[config.mk]
export PLATFORM = sky130hd
export DESIGN_NAME = vector_logic_sequencer
export DESIGN_NICKNAME = d
export VERILOG_FILES = /design/src/rtl/vector_processor_pkg.sv /design/src/rtl/tail_mask_gen.sv /design/src/rtl/vector_logic_sequencer.sv
export SDC_FILE = /design/constraint.sdc
export NUM_CORES = 1
export LEC_CHECK = 0
export CORE_AREA = 2 2 634 636
export CTS_CLUSTER_SIZE = 40
export DETAILED_ROUTE_END_ITERATION = 6
export DIE_AREA = 0 0 636 638
export DONT_BUFFER_PORTS = 1
export PLACE_DENSITY_LB_ADDON = 0.15
export RECOVER_POWER = 100
export SETUP_SLACK_MARGIN = 0.4
export SYNTH_ARGS = -nofsm -noshare
export SYNTH_HDL_FRONTEND = slang
export SYNTH_SLANG_ARGS = --single-unit
[constraint.sdc]
create_clock -name clk_i -period 5.4 [get_ports clk_i]
set_clock_uncertainty 0.1 [all_clocks]
set_input_delay 0.54 -clock clk_i [delete_from_list [all_inputs] [get_ports clk_i]]
set_output_delay 0.54 -clock clk_i [all_outputs]
set_load 0.01 [all_outputs]
[src/rtl/vector_processor_pkg.sv]
// Shared encodings for the vector logic sequencer: opcodes, SEW/LMUL codes,
// sequencer states, the captured request payload and an element-count helper.
package vector_processor_pkg;

  localparam int unsigned SEW_W     = 3;
  localparam int unsigned LMUL_W    = 2;
  localparam int unsigned REG_IDX_W = 5;
  localparam int unsigned VL_W      = 9;
  localparam int unsigned GRP_W     = 4;  // register counter; holds 0..8

  localparam logic [SEW_W-1:0] SEW_MAX = 3'd5;

  typedef enum logic [2:0] {
    VAND = 3'd0,
    VOR  = 3'd1,
    VXOR = 3'd2,
    VSLL = 3'd3,
    VSRL = 3'd4,
    VSRA = 3'd5
  } alu_opcodes;

  // Element width code: element bits = 8 << code.
  typedef enum logic [SEW_W-1:0] {
    SEW_8   = 3'd0,
    SEW_16  = 3'd1,
    SEW_32  = 3'd2,
    SEW_64  = 3'd3,
    SEW_128 = 3'd4,
    SEW_256 = 3'd5
  } sew_e;

  // Group size code: registers in group = 1 << code.
  typedef enum logic [LMUL_W-1:0] {
    LMUL_1 = 2'd0,
    LMUL_2 = 2'd1,
    LMUL_4 = 2'd2,
    LMUL_8 = 2'd3
  } lmul_e;

  typedef enum logic [2:0] {
    S_IDLE  = 3'd0,
    S_READ  = 3'd1,
    S_EXEC  = 3'd2,
    S_WRITE = 3'd3,
    S_DONE  = 3'd4
  } seq_state_e;

  // Request fields held for the duration of one instruction.
  typedef struct packed {
    alu_opcodes             opcode;
    logic [SEW_W-1:0]       sew;
    logic [LMUL_W-1:0]      lmul;
    logic [REG_IDX_W-1:0]   vd;
    logic [REG_IDX_W-1:0]   vs1;
    logic [REG_IDX_W-1:0]   vs2;
  } vreq_t;

  // Elements held by one register at the given SEW, never less than one.
  function automatic logic [VL_W-1:0] elems_per_reg(input logic [SEW_W-1:0] sew,
                                                    input int unsigned      reg_bytes);
    logic [VL_W-1:0] epr;
    epr = VL_W'(reg_bytes) >> sew;
    if (epr == '0) epr = VL_W'(1);
    return epr;
  endfunction

endpackage

[src/rtl/tail_mask_gen.sv]
// Byte-enable generator: enables the low min(remaining, elems_per_reg) << sew
// bytes of a register, leaving the tail bytes disabled.
//   sew       : element width code
//   remaining : elements still to be written
//   mask      : per-byte write enable, VLEN/8 bits
module tail_mask_gen
  import vector_processor_pkg::*;
#(
  parameter int unsigned VLEN = 256
) (
  input  logic [SEW_W-1:0]  sew,
  input  logic [VL_W-1:0]   remaining,
  output logic [VLEN/8-1:0] mask
);

  localparam int unsigned BYTES = VLEN / 8;
  localparam int unsigned CNT_W = 16;

  logic [VL_W-1:0]  epr;
  logic [VL_W-1:0]  active;
  logic [CNT_W-1:0] nbytes;

  always_comb begin
    epr    = elems_per_reg(sew, BYTES);
    active = (remaining < epr) ? remaining : epr;
    nbytes = CNT_W'(active) << sew;
    for (int unsigned i = 0; i < BYTES; i++) begin
      mask[i] = (CNT_W'(i) < nbytes);
    end
  end

endmodule

[src/rtl/vector_logic_sequencer.sv]
// Sequencer for vector logic/shift instructions over a register group:
// per register it reads vs1/vs2, runs the external logic unit, and writes vd
// with tail byte enables. Outputs are decoded from registered state.
//   clk_i, rst_i               : clock, synchronous active-high reset
//   req_*, opcode_i .. vl_i    : instruction request handshake and fields
//   rf_rd_*                    : register read port (data one cycle after enable)
//   lu_*                       : combinational logic unit operands/result
//   rf_wr_*                    : register write port with byte enables
//   busy_o, done_o, err_o      : status
module vector_logic_sequencer
  import vector_processor_pkg::*;
#(
  parameter int unsigned VLEN = 256,
  parameter int unsigned NREG = 32
) (
  input  logic                  clk_i,
  input  logic                  rst_i,
  input  logic                  req_valid_i,
  output logic                  req_ready_o,
  input  alu_opcodes            opcode_i,
  input  logic [SEW_W-1:0]      sew_i,
  input  logic [LMUL_W-1:0]     lmul_i,
  input  logic [REG_IDX_W-1:0]  vd_i,
  input  logic [REG_IDX_W-1:0]  vs1_i,
  input  logic [REG_IDX_W-1:0]  vs2_i,
  input  logic [VL_W-1:0]       vl_i,
  output logic                  rf_rd_en_o,
  output logic [REG_IDX_W-1:0]  rf_rd_addr_a_o,
  output logic [REG_IDX_W-1:0]  rf_rd_addr_b_o,
  input  logic [VLEN-1:0]       rf_rd_data_a_i,
  input  logic [VLEN-1:0]       rf_rd_data_b_i,
  output logic [VLEN-1:0]       lu_a_o,
  output logic [VLEN-1:0]       lu_b_o,
  output logic [SEW_W-1:0]      lu_sew_o,
  output alu_opcodes            lu_opcode_o,
  input  logic [VLEN-1:0]       lu_result_i,
  output logic                  rf_wr_en_o,
  output logic [REG_IDX_W-1:0]  rf_wr_addr_o,
  output logic [VLEN-1:0]       rf_wr_data_o,
  output logic [VLEN/8-1:0]     rf_wr_be_o,
  output logic                  busy_o,
  output logic                  done_o,
  output logic                  err_o
);

  localparam int unsigned BYTES = VLEN / 8;

  seq_state_e          state_q, state_d;
  vreq_t               req_q;
  logic [GRP_W-1:0]    k_q;
  logic [VL_W-1:0]     rem_q;
  logic [VLEN-1:0]     result_q;
  logic                err_q;

  logic                accept_c;
  logic [VL_W-1:0]     epr_c;
  logic [VL_W-1:0]     rem_next_c;
  logic [GRP_W-1:0]    k_next_c;
  logic [GRP_W-1:0]    grp_size_c;
  logic [BYTES-1:0]    be_mask_c;

  // Register index base+k, wrapping around the register file.
  function automatic logic [REG_IDX_W-1:0] wrap_idx(input logic [REG_IDX_W-1:0] base,
                                                    input logic [GRP_W-1:0]     k);
    return REG_IDX_W'((32'(base) + 32'(k)) % NREG);
  endfunction

  assign accept_c   = req_valid_i && (state_q == S_IDLE);
  assign epr_c      = elems_per_reg(req_q.sew, BYTES);
  assign rem_next_c = (rem_q > epr_c) ? (rem_q - epr_c) : '0;
  assign k_next_c   = k_q + GRP_W'(1);
  assign grp_size_c = GRP_W'(1) << req_q.lmul;

  tail_mask_gen #(
    .VLEN(VLEN)
  ) u_tail_mask (
    .sew       (req_q.sew),
    .remaining (rem_q),
    .mask      (be_mask_c)
  );

  // State register.
  always_ff @(posedge clk_i) begin
    if (rst_i) state_q <= S_IDLE;
    else       state_q <= state_d;
  end

  // Next-state logic.
  always_comb begin
    state_d = state_q;
    case (state_q)
      S_IDLE: begin
        if (accept_c) begin
          if (sew_i > SEW_MAX || vl_i == '0) state_d = S_DONE;
          else                                state_d = S_READ;
        end
      end
      S_READ:  state_d = S_EXEC;
      S_EXEC:  state_d = S_WRITE;
      // Stop early once every element is written so no empty-mask write occurs.
      S_WRITE: state_d = (k_next_c < grp_size_c && rem_next_c != '0) ? S_READ : S_DONE;
      S_DONE:  state_d = S_IDLE;
      default: state_d = S_IDLE;
    endcase
  end

  // Request capture, counters and logic-unit result register.
  always_ff @(posedge clk_i) begin
    if (rst_i) begin
      req_q    <= '0;
      k_q      <= '0;
      rem_q    <= '0;
      result_q <= '0;
      err_q    <= 1'b0;
    end else begin
      case (state_q)
        S_IDLE: begin
          if (accept_c) begin
            req_q <= '{opcode: opcode_i, sew: sew_i, lmul: lmul_i,
                       vd: vd_i, vs1: vs1_i, vs2: vs2_i};
            k_q   <= '0;
            rem_q <= vl_i;
            err_q <= (sew_i > SEW_MAX);
          end
        end
        S_EXEC:  result_q <= lu_result_i;
        S_WRITE: begin
          k_q   <= k_next_c;
          rem_q <= rem_next_c;
        end
        default: ;
      endcase
    end
  end

  // Output decode from state and registered fields.
  always_comb begin
    req_ready_o    = 1'b0;
    busy_o         = 1'b1;
    rf_rd_en_o     = 1'b0;
    rf_rd_addr_a_o = '0;
    rf_rd_addr_b_o = '0;
    lu_a_o         = '0;
    lu_b_o         = '0;
    lu_sew_o       = '0;
    lu_opcode_o    = VAND;
    rf_wr_en_o     = 1'b0;
    rf_wr_addr_o   = '0;
    rf_wr_data_o   = '0;
    rf_wr_be_o     = '0;
    done_o         = 1'b0;
    err_o          = 1'b0;
    case (state_q)
      S_IDLE: begin
        req_ready_o = 1'b1;
        busy_o      = 1'b0;
      end
      S_READ: begin
        rf_rd_en_o     = 1'b1;
        rf_rd_addr_a_o = wrap_idx(req_q.vs1, k_q);
        rf_rd_addr_b_o = wrap_idx(req_q.vs2, k_q);
      end
      S_EXEC: begin
        // Port b carries vs2, the shifted/first operand.
        lu_a_o      = rf_rd_data_b_i;
        lu_b_o      = rf_rd_data_a_i;
        lu_sew_o    = req_q.sew;
        lu_opcode_o = req_q.opcode;
      end
      S_WRITE: begin
        rf_wr_en_o   = 1'b1;
        rf_wr_addr_o = wrap_idx(req_q.vd, k_q);
        rf_wr_data_o = result_q;
        rf_wr_be_o   = be_mask_c;
      end
      S_DONE: begin
        done_o = 1'b1;
        err_o  = err_q;
      end
      default: ;
    endcase
  end

endmodule

== Yosys cells after proc, flatten, opt, wreduce, memory -nomap -nowiden ==
Index checks and enable logic that the tools add are counted.

* Mux-type cells: 26
* Shift operators: 3
* Reductions and logical operators: 10
* Add/subtract/negate cells: 5
* Equal/unequal tests: 5
* $lt $le $gt $ge: 36

{| class="wikitable"
|+ Operator list
! operator !! count
|-
| 256-bit 2-to-1 mux || 3
|-
| 5-bit by 16-bit less-than comparator with 1-bit output, first input constant || 16
|-
| 4-bit by 16-bit less-than comparator with 1-bit output, first input constant || 8
|-
| 3-bit by 16-bit less-than comparator with 1-bit output, first input constant || 4
|-
| 9-bit 2-to-1 mux || 4
|-
| 1-bit by 16-bit less-than comparator with 1-bit output, first input constant || 2
|-
| 2-bit by 16-bit less-than comparator with 1-bit output, first input constant || 2
|-
| 32-bit 2-to-1 mux || 1
|-
| 9-bit zero test || 2
|-
| 9-bit one-hot mux with 2 select lines || 1
|-
| 9-bit by 3-bit << shifter with 16-bit output || 1
|-
| 5-bit by 4-bit adder with 5-bit output || 3
|-
| 3-bit 2-to-1 mux || 5
|-
| 5-bit 2-to-1 mux || 3
|-
| 3-bit one-hot mux with 4 select lines || 1
|-
| 9-bit > comparator || 1
|-
| 9-bit less-than comparator || 1
|-
| 9-bit nonzero test || 1
|-
| 6-bit by 3-bit >> shifter with 9-bit output, first input constant || 1
|-
| 9-bit subtractor || 1
|-
| 4-bit one-hot mux with 2 select lines || 1
|-
| 3-bit by 2-bit equality test with 1-bit output, second input constant || 2
|-
| 1-bit 2-to-1 mux || 6
|-
| 4-bit by 1-bit adder with 4-bit output, second input constant || 1
|-
| 12 further kinds || 14
|}

* Register bits after elaboration: 296
* Input port bits: 803
* Output and inout port bits: 827

== Longest topological paths before layout ==
Gate-level depths: netlist of the first run.

* Depth in word-level cells: 9
* Depth in mapped cells: 14
* Mapped depth without buffers: 12

== Cells and area by module ==
From an unflattened synthesis of the first run, not the netlist that was laid out.

* Cell total of the unflattened synthesis: 2486
* Area, all modules: 17723.2 um2

{| class="wikitable"
|+ By module, submodules not included
! module !! instances !! sequential area each (um2) !! cells an instance !! area each (um2)
|-
| vector_logic_sequencer || 1 || 5925.7 || 2346 || 16774.8
|-
| tail_mask_gen || 1 || 0.0 || 140 || 948.4
|}

== Worst setup path before layout of the first run ==
No wires, ideal clock.

* Path kind: register to output
* Start point: register req_q[18] in the netlist's numbering
* End point: output rf_wr_be_o[28]
* Stages on the path, launching flop included: 14
* Required time: 4.760 ns
* Setup slack: 1.938 ns
* Path buffers: 3
* Arrival: 2.822 ns
* Cell sequence: dfxtp_1 > buf_2 > buf_1 > nand2b_1 > nand2b_1 > ha_1 > nand2_1 > a211o_1 > a21o_1 > buf_6 > mux2i_1 > o21ai_4 > nand2_4 > o31ai_1

* Cells in the longest elaborated chain, start to end: 8

{| class="wikitable"
|+ RTL lines
! what !! line !! source
|-
| from (decl) || vector_logic_sequencer.sv:49 || <nowiki>vreq_t req_q;</nowiki>
|-
| from (signal assigned) || vector_logic_sequencer.sv:119 || <nowiki>req_q <= '{opcode: opcode_i, sew: sew_i, lmul: lmul_i,</nowiki>
|-
| 6-bit by 3-bit >> shifter with 9-bit output || vector_processor_pkg.sv:62 || <nowiki>epr = VL_W'(reg_bytes) >> sew;</nowiki>
|-
| 9-bit zero test || vector_processor_pkg.sv:63 || <nowiki>if (epr == '0) epr = VL_W'(1);</nowiki>
|-
| 9-bit 2-to-1 mux || vector_processor_pkg.sv:63 ||
|-
| 9-bit less-than comparator || tail_mask_gen.sv:25 || <nowiki>active = (remaining < epr) ? remaining : epr;</nowiki>
|-
| 9-bit 2-to-1 mux || tail_mask_gen.sv:25 ||
|-
| 9-bit by 3-bit << shifter with 16-bit output * || tail_mask_gen.sv:26 || <nowiki>nbytes = CNT_W'(active) << sew;</nowiki>
|-
| 5-bit by 16-bit less-than comparator with 1-bit output * || tail_mask_gen.sv:28 || <nowiki>mask[i] = (CNT_W'(i) < nbytes);</nowiki>
|-
| 32-bit 2-to-1 mux * || vector_logic_sequencer.sv:153 || <nowiki>case (state_q)</nowiki>
|-
| to (decl) || vector_logic_sequencer.sv:40 || <nowiki>output logic [VLEN/8-1:0] rf_wr_be_o,</nowiki>
|}

Every way passes the cells marked *; elsewhere a longest branch is shown, timed or not.

== Worst setup path after layout of the first run ==
* Start point: register req_q[19] in the netlist's numbering
* End point: output rf_wr_be_o[29]

Same word-level chain as after synthesis.

==> impl_metrics.json, run 1 <==
{
  "slew_viol_final": 303,
  "finalInstanceArea_um2": 28700,
  "rsz0062_at_grt": "no",
  "drive_gt1_frac": 0.0417,
  "pin_count": 1630,
  "yosysSeqAreaShare": 0.348,
  "route.detailed.drc": 0,
  "synth_cells": 2416,
  "rows": 232,
  "path_common_cell": "nand3_1",
  "crit_type": "reg -> out",
  "first_pass_iters": 5,
  "cts.clk_slew.worst_paths_ns": 0.06,
  "cts_htree_levels": 2,
  "cp_data_arrival_time_ns": 4.32,
  "crit_slowest_cell": "dfxtp_1",
  "synth.distinct_cells": 58,
  "clockRootBuffer": "clkbuf_16",
  "cp_max_fo": 10,
  "routed_via_density": 2.49,
  "power_w": 0.00866,
  "seq_power_share": 0.320,
  "dp_hpwl_um": 233000,
  "start_util": 0.0428,
  "yosysTopAreaCell": "dfxtp_1",
  "globalRouteTotalUtil": 0.126,
  "p_int_w": 0.00499,
  "hp-class": "in -> reg",
  "clock.fmax_ghz": 0.202,
  "io_buffers": 0,
  "synth_nets": 3245,
  "post-cts-setup-buffers": 0,
  "p_per_area_nw_per_um2": 302,
  "via_count": 20200,
  "synth_seq_cells": 296,
  "die_w_um": 636,
  "grt.met1_usage": 0.126,
  "grt_max_degree": 293,
  "synth_top_area_share": 0.348,
  "placed_cell_area_um2": 23100,
  "p_sw_frac": 0.424,
  "critPathTopFamily": "compound AO/OA/AOI/OAI gates",
  "cts_buffers": 48,
  "met3_usage": 0.0779,
  "grt_most_used_layer": "met2",
  "worst_setup_path_start_kind": "flip-flop",
  "peakVddDrop_mv": 0.212,
  "grt_pass1_vias": 18900,
  "dieArea_um2": 406000,
  "synth_edf_count": 0,
  "synth_flop_cell": "dfxtp_1",
  "violations": "max-capacitance violations, max-slew violations",
  "clk_latency_ns": 0.69,
  "worstPathRequired_ns": 4.76,
  "overflow": 0,
  "routedWlPerCell_um": 33.0,
  "clkPwrFrac": 0.381,
  "maxCapViolCount": 4,
  "synth_area_leaders": "dfxtp_1 35%, and2_1 29%, nand2_1 13%",
  "wl_um": 268000,
  "layout.nets": 3458,
  "min_period_over_period": 0.918,
  "clock-sinks": 296,
  "tightestPinTransition_ns": 2.26,
  "relSlewSlack": -0.508,
  "hold_violations": 0,
  "grtUsageMet2": 0.219,
  "post_synth.cell_area_avg_um2": 7.06,
  "core-area_um2": 399000,
  "cellLeakagePower_nw": 7.92,
  "clockBufferDepth": 3,
  "post-route-min-period_ns": 4.96,
  "gp_congestion": 1.37,
  "drtIter0Drc": 1170,
  "grt_pass1_wl_um": 313000,
  "status": "complete, but fails checks",
  "switching_power_w": 0.00367,
  "path_cells": "clkinvlp_4 > nand3_1 > ha_1 > and2_0 > nor4_4 > a21o_1 > nand2_1 > a21oi_4 > nand3_1 > o21ai_1",
  "cts_tree": "built",
  "netlist_area_um2": 17100,
  "end_kind": "primary output",
  "fp.dieH_um": 638,
  "cpPeakStageDelay_ns": 0.59,
  "ant_nets": 0,
  "synth_async_sr_flop_share": 0,
  "p_comb_frac": 0.299,
  "area_delta_synth_final_pct": 68.1,
  "antenna_found_initial": 395,
  "setup_tns_ns": 0,
  "synth_warnings": 0,
  "worst-path-buf-inv": 1,
  "setup_viol": 0
}
synth_stat cells (2+ instances only):
cell type,instances
and2_1,781
buf_2,24
mux2i_1,3
o22ai_1,2
dfxtp_1,296
o211ai_1,2
inv_1,11
a21oi_2,3
a31oi_1,10
or3b_2,2
xnor2_1,9
nor4_1,2
xor2_1,8
nor3_1,10
o31ai_1,4
nor3_2,2
o21ai_0,15
nor2b_1,3
or3_1,3
ha_1,22
a21oi_1,317
fa_1,4
nand3b_1,3
o21a_1,2
nor2_1,35
nand2_1,594
clkbuf_1,173
nand2b_1,10
a21o_1,8
a211oi_1,4
o22a_1,2
nand3_1,26
cells in the final DEF, fill, tap and decap left out, types with 5 or more instances in the layout:
cell type      instances
ha_1                  22
nand2_1              594
xnor2_1                9
buf_12                 5
a21o_1                 8
o21ai_0               14
and2_0               773
nor3_1                 9
dlygate4sd3_1        336
clkbuf_16             48
buf_4                  5
diode_2              217
xor2_1                 8
dfxtp_1              295
clkinv_2               5
clkbuf_1              20
nor2_1                34
clkbuf_8              10
nand3_1               26
a31oi_1               10
a21oi_1              317
inv_1                 10
and2_1                 8
nand2b_1              10
registers in the layout (all words and copies together), names as in the netlist:
register,cells
state_q,3
req_q,23
rem_q,9
err_q,1
result_q,256
k_q,4
power by group through the flow:
stage	Combinational [W]	Clock, W	Sequential, W
after floorplan	0.00149	0	0.00253
after global placement	0.00237	0	0.00286
after detailed placement	0.00235	0	0.00286
after CTS	0.00273	0.00354	0.00281
after global routing	0.00285	0.00358	0.00283
final	0.00259	0.00330	0.00277
logic make-up (layout without fill, tap and decap cells):
family / Yosys count / in the layout / share of synthesized area
simple gates: 1485 / 1485 / 0.454
compound gates: 377 / 377 / 0.117
flops: 296 / 296 / 0.348
buf+inv: 211 / 459 / 0.0486
fa+ha+maj: 26 / 26 / 0.0208
xor+xnor: 17 / 17 / 0.00873
mux: 4 / 4 / 0.00242
other cells: 0 / 217 / 0
routing by layer:
layer	routed length, um	vias up
li1	-	8333
met1	92900	9569
met3	36400	628
met4	8240	76
met5	695	-
met2	130000	1639
per-stage QoR:
| stage | cells | utilization | hold WS, ns | worst slack (ns) |
|---|---|---|---|---|
| detailed placement | 7504 | 0.0580 | 0.343 | 1.07 |
| global placement | 7504 | 0.0580 | 0.338 | 0.970 |
| global route | 8051 | 0.0713 | 0.0736 | 0.222 |
| finish | 8146 | 0.0719 | 0.0909 | 0.445 |
| floorplan | 2416 | - | 0.332 | 1.94 |
| CTS | 7929 | 0.0707 | 0.00400 | 0.373 |
worst paths after layout:
path	startpoint	to	slack, ns	cells after the start
min	lu_result_i[220]	result_q[220]	0.09	2
max	req_q[19]	rf_wr_be_o[29]	0.44	10
max reg2reg	state_q[1]	result_q[226]	1.17	5
min reg2reg	result_q[128]	result_q[128]	0.35	2
final cells by class:
cell class | instances | area (um2)
Fill cell | 47100 | 370000
Multi-Input combinational cell | 1909 | 10300
Tap cell | 5265 | 6590
Sequential cell | 296 | 5930
Timing Repair Buffer | 362 | 3640
Clock buffer | 69 | 1380
Antenna cell | 217 | 543
Clock inverter | 16 | 213
Inverter | 12 | 56.3
worst register-to-register path: cells and delay by family, from the launching register on:
family / cells / cell delay (ns)
buf+inv: 2 / 1.84
simple gates: 2 / 1.41
flops: 1 / 0.54
compound gates: 1 / 0.29
what timing repair did:
item / CTS / global route
gates cloned: 0 / 0
endpoints found under the setup margin: 13 / 25
resized for setup: 5 / 5
pin swaps: 0 / 0
hold endpoints to repair: 293 / 0
hold buffers: 340 / 0
Power figures use the tool's default switching activity.
==> run 2: changes to the inputs <==
--- a/config.mk
+++ b/config.mk
@@ -11,7 +11,7 @@
 export DIE_AREA = 0 0 636 638
 export DONT_BUFFER_PORTS = 1
 export PLACE_DENSITY_LB_ADDON = 0.15
-export RECOVER_POWER = 100
+export RECOVER_POWER = 25
 export SETUP_SLACK_MARGIN = 0.4
 export SYNTH_ARGS = -nofsm -noshare
 export SYNTH_HDL_FRONTEND = slang
==> impl_metrics.json, run 2 (same netlist as run 1, synthesis figures left out) <==
{
  "worstPathRequired_ns": 4.76,
  "min_period_over_period": 0.894,
  "relSlewSlack": -0.483,
  "peakVddDrop_mv": 0.212,
  "post-cts-setup-buffers": 0,
  "io_buffers": 0,
  "dp_hpwl_um": 233000,
  "cellLeakagePower_nw": 8.68,
  "hold_ws_ns": 0.103,
  "clock.fmax_ghz": 0.207,
  "start_util": 0.0428,
  "status": "complete, but fails checks",
  "die_w_um": 636,
  "end_kind": "primary output",
  "ant_nets": 0,
  "drtIter0Drc": 1342,
  "rows": 232,
  "startpoint": "state_q[1]",
  "gp_congestion": 1.37,
  "r2r_cells": 5,
  "dieArea_um2": 406000,
  "largest_reg_flops": 256,
  "route.detailed.drc": 19,
  "tightestPinTransition_ns": 2.22,
  "drive_gt1_frac": 0.0439,
  "placed_cell_area_um2": 23100,
  "timing.rr.start": "state_q[1]",
  "clk_latency_ns": 0.69,
  "wl_um": 269000,
  "cts.clk_slew.worst_paths_ns": 0.06,
  "crit_type": "reg -> out",
  "hp-class": "in -> reg",
  "layout_common_cells": "763 x and2_1, 594 x nand2_1, 336 x dlygate4sd3_1",
  "r2r_setup_slack_ns": 1.20,
  "top_regs": "result_q (256), req_q (23), rem_q (9)",
  "setup_tns_ns": 0,
  "worst_setup_path_start_kind": "flip-flop",
  "hold_violations": 0,
  "cts_buffers": 48,
  "first_pass_iters": 5,
  "maxCapViolCount": 3,
  "clockBufferDepth": 3,
  "post-route-min-period_ns": 4.83,
  "globalRouteTotalUtil": 0.126,
  "layout.nets": 3458,
  "finalInstanceArea_um2": 28700,
  "cp_data_arrival_time_ns": 4.19,
  "largest_register": "result_q",
  "cts_htree_levels": 2,
  "pin_count": 1630,
  "min_from": "lu_result_i[220]",
  "slew_viol_final": 206,
  "violations": "design-rule violations, max-capacitance violations, max-slew violations",
  "routedWlPerCell_um": 33.0,
  "antenna_found_initial": 393,
  "routed_via_density": 2.48,
  "core-area_um2": 399000,
  "via_count": 20200,
  "min_to": "result_q[220]",
  "cp_max_fo": 181,
  "setup_viol": 0,
  "area_delta_synth_final_pct": 68.3,
  "grt_max_degree": 293,
  "clockRootBuffer": "clkbuf_16",
  "rr_endpoint": "result_q[226]",
  "grt_pass1_vias": 18900,
  "grt_pass1_wl_um": 313000,
  "mostFrequentLayoutCell": "and2_1",
  "power_w": 0.00870,
  "clock-sinks": 296,
  "overflow": 0,
  "fp.dieH_um": 638,
  "p_per_area_nw_per_um2": 303,
  "whs_path_depth": 2,
  "rsz0062_at_grt": "no",
  "cts_tree": "built"
}
-- run 2: cell count changes in the layout (fill, tap and decap cells not counted), sizes merged --
cell / change
diode: -5
clkbuf: -5
buf: +5
-- run 2: worst max-delay path by stage --
stage,cells past startpoint,end
CTS,10,rf_wr_be_o[17]
floorplan,13,rf_wr_be_o[28]
global placement,10,rf_wr_be_o[26]
finish,4,lu_b_o[58]
global route,4,lu_b_o[53]
detailed placement,10,rf_wr_be_o[26]
-- run 2: power by group --
part | internal (W) | switching (W) | total (W)
Sequential | 0.00241 | 0.000365 | 0.00277
Combinational | 0.000744 | 0.00188 | 0.00263
Clock | 0.00188 | 0.00142 | 0.00330
Total | 0.00503 | 0.00366 | 0.00870
-- run 2: final cells by class --
cell class / count / area (um2)
Antenna cell: 212 / 531
Clock buffer: 69 / 1380
Clock inverter: 16 / 213
Fill cell: 47000 / 370000
Inverter: 12 / 56.3
Multi-Input combinational cell: 1909 / 10300
Sequential cell: 296 / 5930
Tap cell: 5265 / 6590
Timing Repair Buffer: 362 / 3670
-- run 2: critical path: stages, from the launching register on --
cell and delay [ns]:
dfxtp_1 0.54, nor3b_4 0.33, buf_12 0.32, clkbuf_4 1.44, and2_1 0.41
-- run 2: routing by layer --
layer  up-vias  part of all wire  GRT usage  routed length (um)
met4        66             0.032     0.0325                8700
met1      9550              0.35      0.126               92800
met3       644              0.14     0.0779               36600
met2      1623              0.48      0.219              130000
met5         -            0.0030    0.00910                 812
li1       8337                 -          -                   -
-- run 2: metrics by stage --
stage,std cells,setup slack [ns],utilization
floorplan,2416,1.94,-
global placement,7504,0.970,0.0580
detailed placement,7504,1.07,0.0580
CTS,7929,0.373,0.0707
global route,8047,0.259,0.0714
finish,8141,0.575,0.0720
-- run 2: repair_timing --
| item | in CTS | in global routing |
|---|---|---|
| setup endpoints to repair | 13 | 25 |
| endpoints found under the hold margin | 293 | 0 |
| hold buffers | 340 | 0 |
| resized for setup | 5 | 5 |
| cloned | 0 | 0 |
